===== config.mk =====
export PLATFORM = sky130hd
export DESIGN_NAME = gpio_conv_ctrl
export DESIGN_NICKNAME = d
export VERILOG_FILES = /design/src/rtl/gpio_conv_ctrl.sv
export SDC_FILE = /design/constraint.sdc
export NUM_CORES = 1
export LEC_CHECK = 0
export ABC_AREA = 1
export CAP_MARGIN = 20
export CORE_ASPECT_RATIO = 1.1
export CORE_MARGIN = 2
export CORE_UTILIZATION = 47
export CTS_CLUSTER_SIZE = 25
export DETAILED_ROUTE_END_ITERATION = 8
export PLACE_DENSITY = 0.79
export SLEW_MARGIN = 20
export SYNTH_ARGS = -nofsm -noshare
export SYNTH_HDL_FRONTEND = slang
export SYNTH_SLANG_ARGS = --single-unit

===== constraint.sdc =====
create_clock -name i_CLK -period 1.8 [get_ports i_CLK]
set_input_delay 0.45 -clock i_CLK [delete_from_list [all_inputs] [get_ports i_CLK]]
set_output_delay 0.45 -clock i_CLK [all_outputs]
set_load 0.005 [all_outputs]

===== src/rtl/gpio_conv_ctrl.sv =====
// Host command sequencer between the GPIO word pair and the 2D convolution datapath.
// Decodes toggle-handshaked commands, loads kernel/pixels, runs the convolution and returns results.
module gpio_conv_ctrl #(
    parameter int BIT_LEN    = 8,
    parameter int CONV_LEN   = 20,
    parameter int M_LEN      = 3,
    parameter int NB_ADDRESS = 10,
    parameter int RAM_WIDTH  = 13,
    parameter int GPIO_D     = 32
) (
    input  logic                  i_CLK,
    input  logic                  i_reset,
    input  logic [GPIO_D-1:0]     i_gpio,
    output logic [GPIO_D-1:0]     o_gpio,
    output logic                  o_k_we,
    output logic [3:0]            o_k_idx,
    output logic [BIT_LEN-1:0]    o_k_data,
    output logic                  o_ram_we,
    output logic [NB_ADDRESS-1:0] o_ram_addr,
    output logic [RAM_WIDTH-1:0]  o_ram_data,
    output logic [NB_ADDRESS-1:0] o_img_width,
    output logic                  o_conv_start,
    input  logic                  i_conv_done,
    input  logic [CONV_LEN-1:0]   i_conv_data,
    output logic                  o_led
);

    localparam logic [1:0] ST_IDLE    = 2'd0;
    localparam logic [1:0] ST_EXEC    = 2'd1;
    localparam logic [1:0] ST_RUN     = 2'd2;
    localparam logic [1:0] ST_RD_WAIT = 2'd3;

    localparam logic [3:0] OP_NOP      = 4'd0;
    localparam logic [3:0] OP_SOFT_RST = 4'd1;
    localparam logic [3:0] OP_LOAD_K   = 4'd2;
    localparam logic [3:0] OP_LOAD_PIX = 4'd3;
    localparam logic [3:0] OP_SET_SIZE = 4'd4;
    localparam logic [3:0] OP_START    = 4'd5;
    localparam logic [3:0] OP_READ     = 4'd6;

    localparam logic [3:0]            K_LAST  = 4'(M_LEN * M_LEN - 1);
    localparam logic [NB_ADDRESS-1:0] MIN_WID = NB_ADDRESS'(M_LEN);

    logic [3:0]            gpio_op_reg;
    logic                  gpio_tog_reg;
    logic [RAM_WIDTH-1:0]  gpio_pay_reg;

    logic [1:0]            state_reg;
    logic                  last_tog_reg;
    logic [3:0]            op_reg;
    logic [RAM_WIDTH-1:0]  payload_reg;
    logic [3:0]            k_cnt_reg;
    logic [NB_ADDRESS-1:0] a_cnt_reg;
    logic                  ack_tog_reg;
    logic                  done_reg;
    logic                  err_reg;
    logic [CONV_LEN-1:0]   result_reg;
    logic                  k_we_reg;
    logic [3:0]            k_idx_reg;
    logic [BIT_LEN-1:0]    k_data_reg;
    logic                  ram_we_reg;
    logic [NB_ADDRESS-1:0] ram_addr_reg;
    logic [RAM_WIDTH-1:0]  ram_data_reg;
    logic [NB_ADDRESS-1:0] img_width_reg;
    logic                  conv_start_reg;

    logic busy;
    logic accept;
    logic clear_all;
    logic unused_rsvd;

    assign busy        = (state_reg != ST_IDLE);
    assign accept      = !busy && (gpio_tog_reg != last_tog_reg);
    assign clear_all   = i_reset || (state_reg == ST_EXEC && op_reg == OP_SOFT_RST);
    assign unused_rsvd = ^i_gpio[26:RAM_WIDTH];

    // Pin sampling is kept outside the soft reset so a held toggle is not re-seen as new.
    always_ff @(posedge i_CLK) begin
        if (i_reset) begin
            gpio_op_reg  <= '0;
            gpio_tog_reg <= 1'b0;
            gpio_pay_reg <= '0;
        end else begin
            gpio_op_reg  <= i_gpio[31:28];
            gpio_tog_reg <= i_gpio[27];
            gpio_pay_reg <= i_gpio[RAM_WIDTH-1:0];
        end
    end

    always_ff @(posedge i_CLK) begin
        if (clear_all) begin
            state_reg      <= ST_IDLE;
            last_tog_reg   <= i_reset ? 1'b0 : last_tog_reg;
            ack_tog_reg    <= i_reset ? 1'b0 : last_tog_reg;
            op_reg         <= '0;
            payload_reg    <= '0;
            k_cnt_reg      <= '0;
            a_cnt_reg      <= '0;
            done_reg       <= 1'b0;
            err_reg        <= 1'b0;
            result_reg     <= '0;
            k_we_reg       <= 1'b0;
            k_idx_reg      <= '0;
            k_data_reg     <= '0;
            ram_we_reg     <= 1'b0;
            ram_addr_reg   <= '0;
            ram_data_reg   <= '0;
            img_width_reg  <= '0;
            conv_start_reg <= 1'b0;
        end else begin
            k_we_reg       <= 1'b0;
            ram_we_reg     <= 1'b0;
            conv_start_reg <= 1'b0;
            case (state_reg)
                ST_IDLE: begin
                    if (accept) begin
                        last_tog_reg <= gpio_tog_reg;
                        op_reg       <= gpio_op_reg;
                        payload_reg  <= gpio_pay_reg;
                        state_reg    <= ST_EXEC;
                    end
                end
                ST_EXEC: begin
                    ack_tog_reg <= last_tog_reg;
                    state_reg   <= ST_IDLE;
                    case (op_reg)
                        OP_NOP: ;
                        OP_LOAD_K: begin
                            k_we_reg   <= 1'b1;
                            k_idx_reg  <= k_cnt_reg;
                            k_data_reg <= payload_reg[BIT_LEN-1:0];
                            k_cnt_reg  <= (k_cnt_reg == K_LAST) ? 4'd0 : k_cnt_reg + 4'd1;
                        end
                        OP_LOAD_PIX: begin
                            ram_we_reg   <= 1'b1;
                            ram_addr_reg <= a_cnt_reg;
                            ram_data_reg <= payload_reg;
                            a_cnt_reg    <= a_cnt_reg + 1'b1;
                        end
                        OP_SET_SIZE: begin
                            img_width_reg <= payload_reg[NB_ADDRESS-1:0];
                            a_cnt_reg     <= '0;
                            k_cnt_reg     <= '0;
                        end
                        OP_START: begin
                            if (img_width_reg < MIN_WID) begin
                                err_reg <= 1'b1;
                            end else begin
                                // Ack is deferred until the datapath reports completion.
                                ack_tog_reg    <= ack_tog_reg;
                                err_reg        <= 1'b0;
                                done_reg       <= 1'b0;
                                conv_start_reg <= 1'b1;
                                state_reg      <= ST_RUN;
                            end
                        end
                        OP_READ: begin
                            ack_tog_reg  <= ack_tog_reg;
                            ram_addr_reg <= payload_reg[NB_ADDRESS-1:0];
                            state_reg    <= ST_RD_WAIT;
                        end
                        default: err_reg <= 1'b1;
                    endcase
                end
                ST_RUN: begin
                    if (i_conv_done) begin
                        done_reg    <= 1'b1;
                        ack_tog_reg <= last_tog_reg;
                        state_reg   <= ST_IDLE;
                    end
                end
                default: begin
                    result_reg  <= i_conv_data;
                    ack_tog_reg <= last_tog_reg;
                    state_reg   <= ST_IDLE;
                end
            endcase
        end
    end

    assign o_gpio       = {ack_tog_reg, busy, done_reg, err_reg,
                           {(GPIO_D - 4 - CONV_LEN){unused_rsvd & 1'b0}}, result_reg};
    assign o_k_we       = k_we_reg;
    assign o_k_idx      = k_idx_reg;
    assign o_k_data     = k_data_reg;
    assign o_ram_we     = ram_we_reg;
    assign o_ram_addr   = ram_addr_reg;
    assign o_ram_data   = ram_data_reg;
    assign o_img_width  = img_width_reg;
    assign o_conv_start = conv_start_reg;
    assign o_led        = busy;

endmodule


-- Word level (Yosys, flattened, before mapping)
Cells that the tools add are included.
- output and inout bits: 81
- word-level logic and storage cells: 101
- flip-flop bits (word level): 123
- input port bits: 55
- order comparisons: 1
- bitwise operators: 3
- reduce and logical (&&, ||, !) cells: 29
- muxes and demuxes: 27
- equality and inequality tests: 18
- add/subtract/negate cells: 2
- operator list (operator ; number):
    10-bit one-hot mux with 2 select lines ; 2
    2-bit AND reduction ; 10
    1-bit 2-to-1 mux ; 14
    2-bit nonzero test ; 7
    4-bit by 3-bit == test with 1-bit output (second input constant) ; 3
    10-bit by 1-bit adder with 10-bit output (second input constant) ; 1
    10-bit by 2-bit < comparator with 1-bit output (second input constant) ; 1
    4-bit by 2-bit == test with 1-bit output (second input constant) ; 2
    2-bit inequality test (second input constant) ; 4
    4-bit one-hot mux with 2 select lines ; 1
    4-bit AND reduction ; 2
    2-bit 2-to-1 mux ; 3
    3-bit inequality test (second input constant) ; 2
    1-bit one-hot mux with 2 select lines ; 3
    2-bit one-hot mux with 3 select lines ; 1
    3-bit OR reduction ; 2
    5-bit OR reduction ; 1
    4-bit by 1-bit adder with 4-bit output (second input constant) ; 1
    4-bit by 1-bit == test with 1-bit output (second input constant) ; 1
    4-bit == test (second input constant) ; 1
    4-bit zero test ; 1
    4-bit 2-to-1 mux ; 1
    4-bit inequality test (second input constant) ; 1
    2-bit one-hot mux with 2 select lines ; 1
    11 further kinds ; 14

-- Longest topological paths before layout
Gate-level depths: netlist of the first run.
- word-level depth: 6
- depth in mapped cells: 9

-- Worst setup path before layout of the first run
OpenSTA, ideal clock, no wires.
- path kind: reg-to-reg
- start point: register state_reg[1]
- end point: register last_tog_reg, enable pin
- path slack: 0.306 ns
- arrival time: 1.201 ns
- period minus slack after synthesis: 1.494 ns
- setup time: 0.293 ns
- cell stages (with the launch flop): 9
- path through: dfxtp_1 > buf_2 > nor2_4 > nand4_1 > nand2_2 > inv_2 > buf_6 > buf_2 > nand2_1
- word-level cells in the longest chain between the ends: 5
- elaborated cells between the ends (all ways): 10
- those cells by class: 1 x eq/ne; 9 x reduce/logical
- ends and longest elaborated chain (what ; RTL line ; text):
    start, declared ; 48 ; logic [1:0] state_reg;
    start signal, assigned ; 92 ; state_reg <= ST_IDLE;
    start signal, assigned ; 120 ; state_reg <= ST_EXEC;
    start signal, assigned ; 125 ; state_reg <= ST_IDLE;
    2-bit by 1-bit == test with 1-bit output or 2-bit nonzero test (tied branches) ; 74, 72 ;
    1-bit logical AND or 1-bit zero test (tied branches) ; 74, 73 ;
    1-bit logical OR or 1-bit logical AND (tied branches) ; 74, 73 ;
    2-bit nonzero test (no line) ; - ;
    2-bit AND reduction (no line) * ; - ;
    end signal, assigned ; 93 ; last_tog_reg <= i_reset ? 1'b0 : last_tog_reg;
    end signal, assigned ; 117 ; last_tog_reg <= gpio_tog_reg;
    end, declared ; 49 ; logic last_tog_reg;
Every way passes the cells marked *; elsewhere a longest branch is shown, timed or not.
A chain may end at the register's enable or synchronous reset.

-- Worst setup path after layout of the first run
- start point: register state_reg[0]
- end point: output port o_led
- word-level cells in the longest chain between the ends: 1
- ends and longest elaborated chain (what ; RTL line ; text):
    2-bit nonzero test ; 72 ; assign busy = (state_reg != ST_IDLE);
    end, declared ; 25 ; output logic o_led
Every way passes these cells.

==> results.sh, run 1 <==
export IMPL_fmax_mhz=578
export IMPL_die_w_um=99.7
export IMPL_setup_worst_path_class="reg2out"
export IMPL_static_leakage_power_nw=3.14
export IMPL_io_buffers=113
export IMPL_rows=38
export IMPL_place_gp_congestion=0.848
export IMPL_power_internal_mw=5.41
export IMPL_combPwrFrac_pct=10.8
export IMPL_mean_routed_wirelength_per_cell_um=14.1
export IMPL_synth_sequential_area_ratio_pct=52.5
export IMPL_postSynthRegisterBits=123
export IMPL_post_synthesis_cell_area_um2=4730
export IMPL_max_root_sink_buffers=2
export IMPL_critPathLaunchType="register"
export IMPL_final_setup_skew_ps=8.87
export IMPL_yosys_area_share_xor_xnor_pct=0.185
export IMPL_synth_warnings=0
export IMPL_number_of_flip_flops_in_the_largest_register=20
export IMPL_end_kind="primary output"
export IMPL_final_hpwl_dp_um=8370
export IMPL_netlist_area_leader_share_pct=51.2
export IMPL_syn_area_per_cell_um2=7.67
export IMPL_netlist_instances=617
export IMPL_post_synth_and_or_nand_nor_area_fraction_pct=17.6
export IMPL_synth_compound_area_share_pct=17.5
export IMPL_remaining_global_route_overflow=0
export IMPL_total_length_of_routed_wires_um=12200
export IMPL_die_area_um2=10900
export IMPL_clkLatencyLatePin_ps=520
export IMPL_firstDrtPassIters=5
export IMPL_die_y_um=109
export IMPL_synth_cell_types=30
export IMPL_globalRouteTotalUtil_pct=22.5
export IMPL_grt_pass1_wl_um=19200
export IMPL_relSlewSlack_pct=55.6
export IMPL_drv_max_cap_violation_count=0
export IMPL_synth_top_family_by_area="simple AND/OR/NAND/NOR gates"
export IMPL_clock_sink_count=123
export IMPL_core_um2=9840
export IMPL_unrepaired_setup_endpoints_after_global_routing="false"
export IMPL_flow_area_growth_from_synthesis_pct=38.1
export IMPL_io_pin_count=136
export IMPL_drt_drc_violations_left=0
export IMPL_power_share_clock_pct=47.9
export IMPL_summed_negative_setup_slack_over_all_endpoints_ps=0
export IMPL_final_critical_path_share_of_the_clock_period_pct=96.1
export IMPL_finalWorstPathRequiredPeriod_ps=1730
export IMPL_antenna_diode_count=0
export IMPL_tightestPinTransition_ps=664
export IMPL_pin_count_of_the_biggest_net_entering_global_routing=54
export IMPL_cts_buffers=17
export IMPL_layout_drive_gt1_share_pct=10.1
export IMPL_netSwitchingFraction_pct=25.1
export IMPL_ys_dominant_reg_cell="dfxtp_1"
export IMPL_final_layout_net_count=788
export IMPL_asyncSetResetFlopFracSynth_pct=0
export IMPL_outcome="finished clean"
export IMPL_critPathMaxFanout=3
export IMPL_synth_most_common_cell="dfxtp_1"
export IMPL_synth_largest_area_cell="dfxtp_1"
export IMPL_tritoncts="built"
export IMPL_synth_commonest_cells="121 x dfxtp_1, 84 x a21oi_1, 84 x nand2_1"
export IMPL_worst_hold_slack_ps=444
export IMPL_clock_pin_slew_on_the_worst_setup_and_hold_paths_ps=60
export IMPL_synth_edff_count=2
export IMPL_finalSetupViolations=0
export IMPL_post_synth_mux_area_share_pct=0
export IMPL_grt_pass1_vias=4152
export IMPL_antenna_found_initial=0
export IMPL_finalHoldViolations=0
export IMPL_power_per_cell_area_nw_per_um2=1100
export IMPL_synth_adder_area_share_pct=0.793
export IMPL_viasPerCell=5.09
export IMPL_power_switching_mw=1.81
export IMPL_via_count=4396
export IMPL_htreeDepth=4
export IMPL_root_driver="clkbuf_8"
export IMPL_ant_nets=0
export IMPL_initialDrtViolationCount=310
export IMPL_vdd_ir_max_mv=0.667
export IMPL_starting_density_of_the_core_pct=48.1
export IMPL_report_final_slew_viol_count=0
export IMPL_arrival_ps=1280
export IMPL_synthTopCellsByArea="dfxtp_1 51%, a21oi_1 8.9%, nand2_1 6.7%"
export IMPL_sequential_cell_fraction_of_total_power_pct=41.3
export IMPL_worst_hold_path_type="reg2reg"
export IMPL_cp_required_ps=1350
## critical path, cell delays in order, from the launching register on
cell and delay, ps:
dfxtp_2 330, nor2_4 120, inv_2 60, dlygate4sd2_1 260
## through the flow
step	total power, mW	worst slack [ps]	util (%)	instances	area, um^2
finish	7.22	69.9	66.4	863	6530
global route	7.48	5.60	66.4	863	6530
CTS	7.23	1.31	66.1	863	6510
detailed placement	3.82	17.7	60.2	827	5930
global placement	3.79	46.2	60.2	827	5930
floorplan	3.48	306	-	624	4760
## kinds of logic after synthesis
logic type,count (synthesis)
compound gates,164
other cells,1
simple gates,200
buf+inv,125
xor+xnor,1
fa+ha+maj,3
flops,123
## power groups by stage
stage	clock network, mW	logic [mW]	registers (mW)
2_1_floorplan	0	0.465	3.01
3_3_place_gp	0	0.762	3.03
3_5_place_dp	0	0.786	3.04
4_1_cts	3.47	0.773	2.98
5_1_grt	3.62	0.869	3.00
6_report	3.45	0.782	2.98
## final timing paths
check,slack [ps],to,from,cells after the start
worst max-delay path,70,o_led,state_reg[0]$_SDFFE_PP0P_,3
worst min-delay path,440,o_k_data[1]$_SDFFE_PP0P_,o_k_data[1]$_SDFFE_PP0P_,2
worst max register to register,150,result_reg[16]$_SDFFE_PP0N_,state_reg[1]$_SDFFE_PP0P_,5
worst min register to register,440,o_k_data[1]$_SDFFE_PP0P_,o_k_data[1]$_SDFFE_PP0P_,2
## placed cells by master, fill, tap and decap left out, types with 4 or more instances in the layout
cell type        Yosys  routed
inv_2                4       5
dlymetal6s2s_1       0       7
dfxtp_1            121     107
nor2_1              69      68
o21ai_0             44      44
o21ai_1             33      33
nand2_1             84      83
buf_4               13      15
clkbuf_16            0      16
dlygate4sd2_1        0      66
inv_1               76      75
clkdlybuf4s50_1      0      40
a21oi_1             84      84
inv_6                0       4
nand3_1             35      35
conb_1               1       8
dfxtp_2              0      13
## cell type report
cell class              instances  area, um^2
fillers                       776        3310
flip-flops and latches        123        2500
multi-input cells             376        1740
repair buffers                130        1220
clock buffers                  20         445
inverters                      82         312
clock inverters                12         161
well taps                     120         150
## timing repair
action                     CTS  global route
buffers inserted             4             0
setup endpoints to repair   66            12
hold buffers                 0             0
resized for setup           84             9
## metal layers
metal,GRT usage (%),wire length (um)
met3,6.35,602
met4,11.2,375
met1,25.4,4830
met5,0,0
met2,39.0,6380
Note: power is estimated with default switching activity, not from simulation.
==> run 2, diff against run 1 <==
HOLD_SLACK_MARGIN = 0.1   (was unset)
==> results of run 2 <==
No change in the layout: final DEF, timing and power equal those of run 1.
